--- config.mk ---
export PLATFORM = sky130hd
export DESIGN_NAME = pixel_writeback_unit
export DESIGN_NICKNAME = d
export VERILOG_FILES = /design/src/rtl/img_pkg.sv /design/src/rtl/pixel_fifo.sv /design/src/rtl/pixel_writeback_unit.sv
export SDC_FILE = /design/constraint.sdc
export NUM_CORES = 1
export LEC_CHECK = 0
export ABC_AREA = 1
export CORE_MARGIN = 3
export CORE_UTILIZATION = 45
export DETAILED_ROUTE_END_ITERATION = 12
export PLACE_DENSITY = 0.65
export SLEW_MARGIN = 20
export SYNTH_ARGS = -nofsm -noshare
export SYNTH_HDL_FRONTEND = slang
export SYNTH_HIERARCHICAL = 1
export SYNTH_SLANG_ARGS = --single-unit
--- constraint.sdc ---
create_clock -name CLK -period 4.94 [get_ports CLK]
set_input_delay 1.482 -clock CLK [delete_from_list [all_inputs] [get_ports CLK]]
set_output_delay 1.482 -clock CLK [all_outputs]
set_load 0.02 [all_outputs]
--- src/rtl/img_pkg.sv ---
// Shared image geometry, datapath widths and the writeback FSM state type
// for the processed-image memory path.
package img_pkg;
  localparam int IMG_W      = 390;
  localparam int IMG_H      = 390;
  localparam int NUM_PIXELS = IMG_W * IMG_H;
  localparam int PIX_W      = 8;
  localparam int ADDR_W     = 32;
  // Pixel counters are sized to hold one full frame (152100 < 2**18).
  localparam int CNT_W      = 18;

  typedef enum logic [1:0] {IDLE, RUN, FLUSH, DONE} wb_state_t;
endpackage

--- src/rtl/pixel_fifo.sv ---
// Small synchronous FIFO for pixel bytes. The pointers are one bit wider
// than the index, so a full FIFO and an empty FIFO have different pointer values.
module pixel_fifo #(
  parameter int DEPTH = 4,
  parameter int W     = 8
) (
  input  logic         CLK,
  input  logic         reset,
  input  logic         push,
  input  logic         pop,
  input  logic [W-1:0] din,
  output logic [W-1:0] dout,
  output logic         full,
  output logic         empty
);
  localparam int AW = (DEPTH > 1) ? $clog2(DEPTH) : 1;

  logic [W-1:0] mem [DEPTH];
  logic [AW:0]  wr_ptr;
  logic [AW:0]  rd_ptr;
  logic         do_push;
  logic         do_pop;

  assign empty   = (wr_ptr == rd_ptr);
  assign full    = (wr_ptr[AW] != rd_ptr[AW]) && (wr_ptr[AW-1:0] == rd_ptr[AW-1:0]);
  assign dout    = mem[rd_ptr[AW-1:0]];
  assign do_push = push && !full;
  assign do_pop  = pop && !empty;

  always_ff @(posedge CLK) begin
    if (reset) begin
      wr_ptr <= '0;
      rd_ptr <= '0;
    end else begin
      if (do_push) wr_ptr <= wr_ptr + (AW+1)'(1);
      if (do_pop)  rd_ptr <= rd_ptr + (AW+1)'(1);
    end
  end

  always_ff @(posedge CLK) begin
    if (do_push) mem[wr_ptr[AW-1:0]] <= din;
  end
endmodule

--- src/rtl/pixel_writeback_unit.sv ---
// Buffers the processed pixel stream and turns it into sequential byte writes
// (WE/wA/WD) into the image memory, reporting completion after one frame.
module pixel_writeback_unit
  import img_pkg::*;
#(
  parameter int NUM_PIXELS = img_pkg::NUM_PIXELS,
  parameter int FIFO_DEPTH = 4,
  parameter int ADDR_W     = img_pkg::ADDR_W
) (
  input  logic              CLK,
  input  logic              reset,
  input  logic              start,
  input  logic [ADDR_W-1:0] base_addr,
  input  logic              pix_valid,
  input  logic [PIX_W-1:0]  pix_data,
  output logic              pix_ready,
  output logic              WE,
  output logic [ADDR_W-1:0] wA,
  output logic [PIX_W-1:0]  WD,
  output logic              busy,
  output logic              done,
  output logic [CNT_W-1:0]  pix_count,
  output wb_state_t         state_dbg
);
  localparam logic [CNT_W-1:0] LAST = CNT_W'(NUM_PIXELS);

  wb_state_t         state;
  wb_state_t         state_nxt;
  logic [ADDR_W-1:0] base_q;
  logic [CNT_W-1:0]  acc_cnt;
  logic [CNT_W-1:0]  wr_cnt;
  logic              fifo_full;
  logic              fifo_empty;
  logic [PIX_W-1:0]  fifo_dout;
  logic              push;
  logic              pop;

  // Handshake: a pixel transfers on a rising edge where pix_valid and
  // pix_ready are both high. pix_ready never looks at pix_valid, and upstream
  // must hold pix_data stable while pix_valid is high and pix_ready is low.
  always_comb begin
    pix_ready = (state == RUN) && !fifo_full && (acc_cnt < LAST);
    push      = pix_valid && pix_ready;
    pop       = ((state == RUN) || (state == FLUSH)) && !fifo_empty;
  end

  always_comb begin
    state_nxt = state;
    case (state)
      IDLE:    if (start) state_nxt = RUN;
      RUN:     if (acc_cnt == LAST) state_nxt = FLUSH;
      FLUSH:   if (fifo_empty && (wr_cnt == LAST)) state_nxt = DONE;
      DONE:    state_nxt = IDLE;
      default: state_nxt = IDLE;
    endcase
  end

  always_ff @(posedge CLK) begin
    if (reset) begin
      state   <= IDLE;
      base_q  <= '0;
      acc_cnt <= '0;
      wr_cnt  <= '0;
      WE      <= 1'b0;
      wA      <= '0;
      WD      <= '0;
    end else begin
      state <= state_nxt;
      if ((state == IDLE) && start) begin
        base_q  <= base_addr;
        acc_cnt <= '0;
        wr_cnt  <= '0;
      end
      if (push) acc_cnt <= acc_cnt + CNT_W'(1);
      // wA/WD keep their last values between writes.
      WE <= pop;
      if (pop) begin
        wA     <= base_q + ADDR_W'(wr_cnt);
        WD     <= fifo_dout;
        wr_cnt <= wr_cnt + CNT_W'(1);
      end
    end
  end

  pixel_fifo #(.DEPTH(FIFO_DEPTH), .W(PIX_W)) u_fifo (
    .CLK   (CLK),
    .reset (reset),
    .push  (push),
    .pop   (pop),
    .din   (pix_data),
    .dout  (fifo_dout),
    .full  (fifo_full),
    .empty (fifo_empty)
  );

  assign busy      = (state == RUN) || (state == FLUSH);
  assign done      = (state == DONE);
  assign pix_count = wr_cnt;
  assign state_dbg = state;
endmodule

# Word-level counts from Yosys, hierarchy flattened
# Memories as Yosys holds them, arrays and structs flattened. A register that Yosys moved wholly into a read port is not among the register bits.
# Index checks and enable logic that the tools add are counted.
# classes
addsub,5
n_mul,0
n_div,0
magnitude_cmp,1
n_eq_ne,11
shifts,0
mux,9
n_bitwise,0
n_reduce_logical,16
# ops
operator,n
two-way mux 18 bit,3
adder 18 x 1 -> 18 bit (second input constant),2
equality test 18 bit (second input constant),2
adder 32 x 18 -> 32 bit,1
< comparator 18 bit (second input constant),1
logical AND 1 bit,9
case mux 2 bit (4 select lines),1
adder 3 x 1 -> 3 bit (second input constant),2
two-way mux 2 bit,3
equality test 2 bit (second input constant),2
!= test 2 bit (second input constant),2
nonzero test 2 bit,2
equality test 3 bit,1
AND reduction 3 bit,1
equality test 2 x 1 -> 1 bit (second input constant),1
equality test 2 bit,1
logical NOT 1 bit,2
logical NOT 2 bit,1
two-way mux 1 bit,2
!= test 2 x 1 -> 1 bit (second input constant),1
logical OR 1 bit,1
!= test 1 bit,1
# word_totals
register_bits,109
latchBits,0
ramBits,32
rom_bits,0
word_cells,51
memories,1
# memory_table
name,words,word_bits,read_ports,rd_clocked_by_memory_dff,wr,line,text
u_fifo.mem,4,8,1,1,1,pixel_fifo.sv:18,logic [W-1:0] mem [DEPTH];

# Longest topological paths before layout
# Gate-level depths: netlist of the first run.
# logic_depth
ltp_word,9
mapped_depth,16
depth_no_buf,15

# Hierarchy
# The synthesis of the first run kept the hierarchy.
# modules_own_cells
module,n_inst,cells_each,area_per_inst_um2,seq_area_each_um2
pixel_writeback_unit,1,1059,6658.9,2222.1
pixel_fifo,1,150,1699.1,1121.1

# Least setup slack after synthesis of the first run
# Ideal clock, no wire load.
# synth_timing
path_kind,register to output
start,reg u_fifo.wr_ptr[0]
end,out pix_ready
arrival_ns,1.217
slack_ns,2.241
stages_incl_launch_ff,10
n_path_buf,0
cell_sequence,dfxtp_1 inv_2 nand2_2 nand2_4 nand3_4 inv_1 nand3b_1 nor2_1 nand2_1 inv_1
# synth_between
elab_chain_len,5
# synth_rtl
item,line,text
from (decl),pixel_fifo.sv:19,logic [AW:0] wr_ptr;
from (signal assigned),pixel_fifo.sv:35,if (do_push) wr_ptr <= wr_ptr + (AW+1)'(1);
equality test 2 bit,pixel_fifo.sv:25,assign full = (wr_ptr[AW] != rd_ptr[AW]) && (wr_ptr[AW-1:0] == rd_ptr[AW-1:0]);
logical AND 1 bit,pixel_fifo.sv:25,
named net fifo_full,pixel_writeback_unit.sv:32,logic fifo_full;
logical NOT 1 bit,pixel_writeback_unit.sv:42,pix_ready = (state == RUN) && !fifo_full && (acc_cnt < LAST);
logical AND 1 bit (2 in a row),pixel_writeback_unit.sv:42,
to (decl),pixel_writeback_unit.sv:16,"output logic pix_ready,"
# The timed path passes the listed nets, and every way through them passes these cells.

# Final worst setup path of the first run
# layout_timing
start,reg u_fifo.wr_ptr[1]
end,out pix_ready
# Same word-level chain as after synthesis.

==> results of run 1 <==
[flip-flops by register name, indices dropped and copies added (netlist names), named ones only]
register	count
base_q	32
u_fifo/mem	32
wA	32
acc_cnt	18
pix_count	18
WD	8
u_fifo/rd_ptr	3
u_fifo/wr_ptr	3
state_dbg	2
WE	1
[cell families after synthesis]
kind of cell | after synthesis
fa+ha+maj | 33
simple gates | 621
xor+xnor | 17
compound gates | 195
buf+inv | 192
flops | 151
[path summary, 6_finish.rpt]
kind	endpoint	slack, ns	cells after the start
setup / recovery	pix_ready	1.14	10
hold / removal	base_q[2]	0.49	2
hold reg to reg	base_q[2]	0.49	2
setup reg to reg	u_fifo/mem[2][7]	2.29	11
[cell usage after synthesis (all sizes together)]
cell type  number
o21ai         100
nor3           23
buf            14
o21bai          3
a211oi          2
dfxtp         119
a221oi          1
o22ai           9
nand4          17
nand3b          3
inv           157
fa              1
and2            3
nand3          72
o221ai          1
a22oi           1
a31oi           1
xor2           11
o211ai          4
clkbuf         20
nor2          213
ha             32
o221a           1
a21oi          69
o41ai           1
nor4            1
xnor2           6
clkinv          1
nand2         282
a21boi          1
or2             4
and3            3
a32o            1
edfxtp         32
[through the flow]
stage / cells / area, sq um / hold slack (ns)
2_1_floorplan: 1209 / 8360 / 0.458
3_3_place_gp: 1515 / 9590 / 0.472
3_5_place_dp: 1515 / 9590 / 0.478
4_1_cts: 1547 / 10200 / 0.494
5_1_grt: 1547 / 10200 / 0.515
6_report: 1547 / 10200 / 0.489
[power by group through the flow]
stage / clock network, mW / registers, mW / logic, mW
finish: 1.33 / 1.63 / 1.34
global route: 1.41 / 1.66 / 1.49
CTS: 1.36 / 1.63 / 1.35
detailed placement: 0 / 1.66 / 1.35
global placement: 0 / 1.65 / 1.33
floorplan: 0 / 1.77 / 0.718
[worst reg2reg max path, cell delays in order, from the launching register on]
cell and delay, ns:
dfxtp_1 0.42, inv_2 0.08, nand2_1 0.07, nand2_2 0.09, nand3_4 0.13, inv_1 0.05
nand3b_1 0.15, nor2_1 0.19, nand3_2 0.12, inv_2 0.32, nand2_1 0.16, nor2_1 0.52
[area by class of cell]
cell class | count | area share, %
Multi-Input combinational cell | 866 | 41.8
Timing Repair Buffer | 111 | 10.7
Inverter | 158 | 5.84
Clock inverter | 15 | 1.83
Clock buffer | 17 | 4.17
Tap cell | 229 | 2.81
Sequential cell | 151 | 32.8
[layer usage]
| layer | wire length (microns) | global-route usage, % |
|---|---|---|
| met4 | 329 | 6.21 |
| met2 | 10300 | 36.1 |
| met3 | 821 | 3.86 |
| met1 | 10300 | 29.3 |
| met5 | 0 | 0 |
[layout by cell type (no fill, tap or decap), types with 5 or more instances in the layout]
| cell type | count |
|---|---|
| a21oi_1 | 59 |
| a21oi_2 | 10 |
| clkbuf_16 | 17 |
| clkdlybuf4s50_1 | 106 |
| clkinv_8 | 5 |
| dfxtp_1 | 119 |
| edfxtp_1 | 32 |
| ha_1 | 32 |
| inv_1 | 145 |
| inv_2 | 11 |
| inv_8 | 7 |
| nand2_1 | 274 |
| nand2_2 | 7 |
| nand3_1 | 69 |
| nand4_1 | 17 |
| nor2_1 | 208 |
| nor3_1 | 19 |
| o21ai_0 | 93 |
| o21ai_1 | 7 |
| o22ai_1 | 9 |
| xnor2_1 | 6 |
| xor2_1 | 11 |
==> results.txt, run 1 <==
Seq pwr share: 37.9%
Total GRT Usage: 21.8%
H-tree depth: 4
Worst endpoint required time: 3.46 ns
Via count: 7859
Area of the multi-input gates: 4270 sq um
Max-slew headroom: 40.4%
Synth area leaders: dfxtp_1, nand2_1, edfxtp_1, nor2_1, inv_1
Final min period: 3.80 ns
Sw Share: 37.2%
Slew Limit Fails: 0
Sink Count: 151
Max FO, Critical Path: 7
DRT Wirelength: 21700 microns
Diodes inserted: 0
Rows: 49
Die X: 142 microns
DRT Pass-1 Iters: 5
Post-synthesis mux area share: 0%
Synth Net Count: 1286
Setup ws final: 1.14 ns
Detail Placement HPWL: 15800 microns
Die Y: 142 microns
Pre-CTS WS: 1.49 ns
Yosys warning count: 6
Compound-gate portion of the synthesized area: 12.9%
Final Hold Viols: 0
CP Class: flop to primary output
Overall power: 4.30 mW
Clock power share: 31.0%
Worst-Margin Slew: 0.893 ns
Setup TNS: 0 ns
Critical Path End Type: primary output
Largest area contributor in the netlist: dfxtp_1
Largest stage delay on the critical path: 0.59 ns
Core area: 18100 sq um
Worst Skew: 0.0104 ns
Total CTS buffers: 17
Setup bufs post-CTS: 0
CP startpoint kind: flop
Hold_sp: base_q[2]
Die area: 20200 sq um
CP max-delay cell: clkdlybuf4s50_1
CP delay by family, top: buffers and inverters
Sequential share of the synthesized area: 40.0%
Largest net degree at the start of global routing: 80
Grt ovf: 0
Final Cycle Share: 76.9%
Post-Synth XOR/XNOR Area: 1.78%
Layout cells sized above 1: 6.37%
Pwr/cell area: 422 nW/um^2
First DRT Iteration DRCs: 567
Post-Synth Adder-Cell Area: 5.03%
DR vias/cell: 5.08
CTS Hold Buffers Added: 0
Max Cap Violations: 0
First-pass GRT wire length: 35600 microns
Post-route ant nets: 0
Final setup viols: 0
Worst Setup SP: u_fifo/wr_ptr[1]
Area delta synth->final: 22.1%
Post-Syn Area: 8360 sq um
Routability cong.: 0.922
Static leakage: 4.37 nW
Final core utilization: 56.4%
Mean post-synth cell area: 6.91 sq um
CP arrival: 2.32 ns
Hold Crit Class: flop to flop
Worst path bufs/invs: 4
Combinational power share: 31.1%
Fill cell count: 1730
Top cell type's share of synthesized area: 28.5%
Synth Register Bits: 151
Worst vdd ir: 262 uV
Root Driver: clkbuf_16
RSZ-0062 raised after global routing: false
Main combinational cell family by area after synthesis: simple AND/OR/NAND/NOR gates
Internal power: 2.70 mW
Cells along the critical path: inv_2 > nand2_1 > nand2_2 > nand3_4 > inv_1 > nand3b_1 > nor2_1 > nand2_1 > inv_1 > clkdlybuf4s50_1
CTS tree: built
Fmax: 0.263 GHz
R2R Path Start: u_fifo/wr_ptr[1]
Post-route DRC violation count: 0
Synth Area in Simple Gates: 31.3%
PortBufs: 107
FF+latch area: 3340 sq um
Gate Count Post-Synth: 1209
Initial Utilization: 46.2%
Clk_lat worst skew: 0.43 ns
CTS clock-pin slew for the worst setup and hold paths: 0.07 ns
Status: finished clean
Nets: 1382
Avg WL per Cell: 14.0 microns
Post_cts resized: 0
Ports: 108
Number of global-route vias before repair: 7296
Initial antenna violation count: 0
Psw: 1.60 mW
Max Root-Sink Buffers: 2
Yosys cell types: 47
(Power assumes the default switching activity.)
==> run 2: changes to the inputs <==
- clock period: 4.94 -> 3.65 ns (I/O delays scaled with it)
==> results.txt, run 2 (synthesis results as in run 1) <==
Status: finished clean
Sink Count: 151 (unchanged)
CTS Hold Buffers Added: 0 (unchanged)
RSZ-0062 raised after global routing: false
Sw Share: 37.1% (-0.15 points)
Root Driver: clkbuf_16
Clk_lat worst skew: 0.43 ns (about the same)
Post_cts resized: 0 (unchanged)
CP max-delay cell: clkdlybuf4s50_1
Worst-Margin Slew: 0.905 ns (+0.0115 ns)
Seq pwr share: 38.0% (about the same)
Post-route DRC violation count: 0 (unchanged)
CP delay by family, top: buffers and inverters
Area of the multi-input gates: 4270 sq um (unchanged)
Largest stage delay on the critical path: 0.59 ns (about the same)
FF-to-FF setup slack: 1.25 ns (-1.04 ns)
Final Non-Filler Cells: 1551 (+0.26%)
Diodes inserted: 0 (unchanged)
R2R Path Start: u_fifo/wr_ptr[1]
Worst-case reg-to-reg path depth: 14 (+3)
CP Class: flop to primary output
Final core utilization: 56.5% (+0.13 points)
CTS clock-pin slew for the worst setup and hold paths: 0.07 ns (about the same)
Final setup viols: 0 (unchanged)
Dpl cells: 1519 (+0.26%)
Routability cong.: 0.928 (+0.64%)
Layout cells sized above 1: 6.66% (+0.28 points)
Combinational power share: 31.2% (about the same)
Worst path bufs/invs: 4 (unchanged)
Worst vdd ir: 394 uV (+51%)
Setup TNS: 0 ns (unchanged)
Most frequent cells in the layout: nand2_1, nor2_1, inv_1
Via count: 7807 (-0.66%)
Setup bufs post-CTS: 0 (unchanged)
CTS tree: built
Commonest non-fill, non-tap cell in the layout: nand2_1
Final Cycle Share: 93.3%
Critical Path End Type: primary output
Ports: 108 (unchanged)
Psw: 2.16 mW (+35%)
Initial Utilization: 46.2% (unchanged)
DRT Wirelength: 21600 microns (-0.59%)
DRT Pass-1 Iters: 5 (unchanged)
Capture point of the worst reg-to-reg path: u_fifo/mem[3][7]
Detail Placement HPWL: 15900 microns (+0.91%)
DR vias/cell: 5.03 (-0.92%)
Rows: 49 (unchanged)
PortBufs: 107 (unchanged)
Avg WL per Cell: 13.9 microns (-0.85%)
Die X: 142 microns (unchanged)
Static leakage: 4.39 nW (+0.43%)
CP startpoint kind: flop
Max Cap Violations: 0 (unchanged)
Pwr/cell area: 568 nW/um^2 (+35%)
Grt ovf: 0 (unchanged)
Die Y: 142 microns (unchanged)
Initial antenna violation count: 0 (unchanged)
First-pass GRT wire length: 36000 microns (+1.1%)
Overall power: 5.81 mW (+35%)
H-tree depth: 4 (unchanged)
Worst Skew: 0.0129 ns (+0.00252 ns)
Final min period: 3.41 ns
FF+latch area: 3340 sq um (unchanged)
Number of global-route vias before repair: 7452 (+2.1%)
Max FO, Critical Path: 7 (unchanged)
Max-slew headroom: 39.6% (-0.84 points)
CP arrival: 2.31 ns (about the same)
Slew Limit Fails: 0 (unchanged)
Area delta synth->final: 22.4%
Largest net degree at the start of global routing: 49 (-39%)
First DRT Iteration DRCs: 443 (-22%)
Max Root-Sink Buffers: 2 (unchanged)
Hold path endpoint: base_q[17]
Fmax: 0.294 GHz
Post-route ant nets: 0 (unchanged)
WHS Path Cells: 2 (unchanged)
Worst endpoint required time: 2.55 ns (-0.91 ns)
Nets: 1386 (+0.29%)
Die area: 20200 sq um (unchanged)
Core area: 18100 sq um (unchanged)
Fill cell count: 1703 (-1.6%)
Final Hold Viols: 0 (unchanged)
Internal power: 3.66 mW (+35%)
Hold Crit Class: flop to flop
Total CTS buffers: 17 (unchanged)
Cells along the critical path: inv_2 > nand2_1 > nand2_2 > nand3_4 > inv_1 > nand3b_1 > nor2_1 > nand2_1 > inv_1 > clkdlybuf4s50_1
Total GRT Usage: 21.9% (+0.096 points)
Worst Setup SP: u_fifo/wr_ptr[1]
Clock power share: 30.9% (about the same)
Hold_sp: base_q[17]
## run 2: cell count changes in the layout (fill, tap and decap cells not counted)
cell / delta
buf_4: +4
clkinv_4: +2
inv_6: -2
clkinv_2: -1
clkinv_8: -1
inv_2: +1
inv_8: +1
## run 2: power by group through the flow
stage	clock (mW)	combinational, mW	sequential [mW]
floorplan	0	0.972	2.40
global placement	0	1.81	2.24
detailed placement	0	1.82	2.24
CTS	1.83	1.83	2.21
global route	1.90	2.02	2.25
finish	1.80	1.81	2.21
## run 2: layer usage
metal	GRT usage [%]	part of all wire, %	vias to the layer above
li1	-	-	4114
met2	37.5	48	155
met4	5.56	1.1	0
met1	28.9	48	3517
met3	3.43	3.6	21
met5	0	0	-
## run 2: final cells by class
class	instances	area share, %
clock buffer	17	4.16
clock inverter	15	1.77
inverter	158	5.81
multi-input combinational	866	41.7
sequential	151	32.7
tap	229	2.80
timing repair buffer	115	11.0
## run 2: tightest hold or removal path, delay by kind of cell (launching register included)
| family | cells | cell delay [ns] |
|---|---|---|
| simple gates | 2 | 0.13 |
| flops | 1 | 0.33 |
## run 2: per-stage QoR
stage	setup WS (ns)	cell area, sq um	hold slack (ns)
2_1_floorplan	1.34	8360	0.458
3_3_place_gp	0.737	9620	0.468
3_5_place_dp	0.711	9620	0.480
4_1_cts	0.225	10200	0.495
5_1_grt	0.0918	10200	0.518
6_report	0.245	10200	0.492
## run 2: worst max-delay path by stage
stage / slack [ns] / endpoint / cells past startpoint
after floorplan: 1.34 / pix_ready / 9
after global placement: 0.74 / pix_ready / 10
after detailed placement: 0.71 / pix_ready / 10
after CTS: 0.23 / pix_ready / 10
after global routing: 0.09 / pix_ready / 10
final: 0.24 / pix_ready / 10
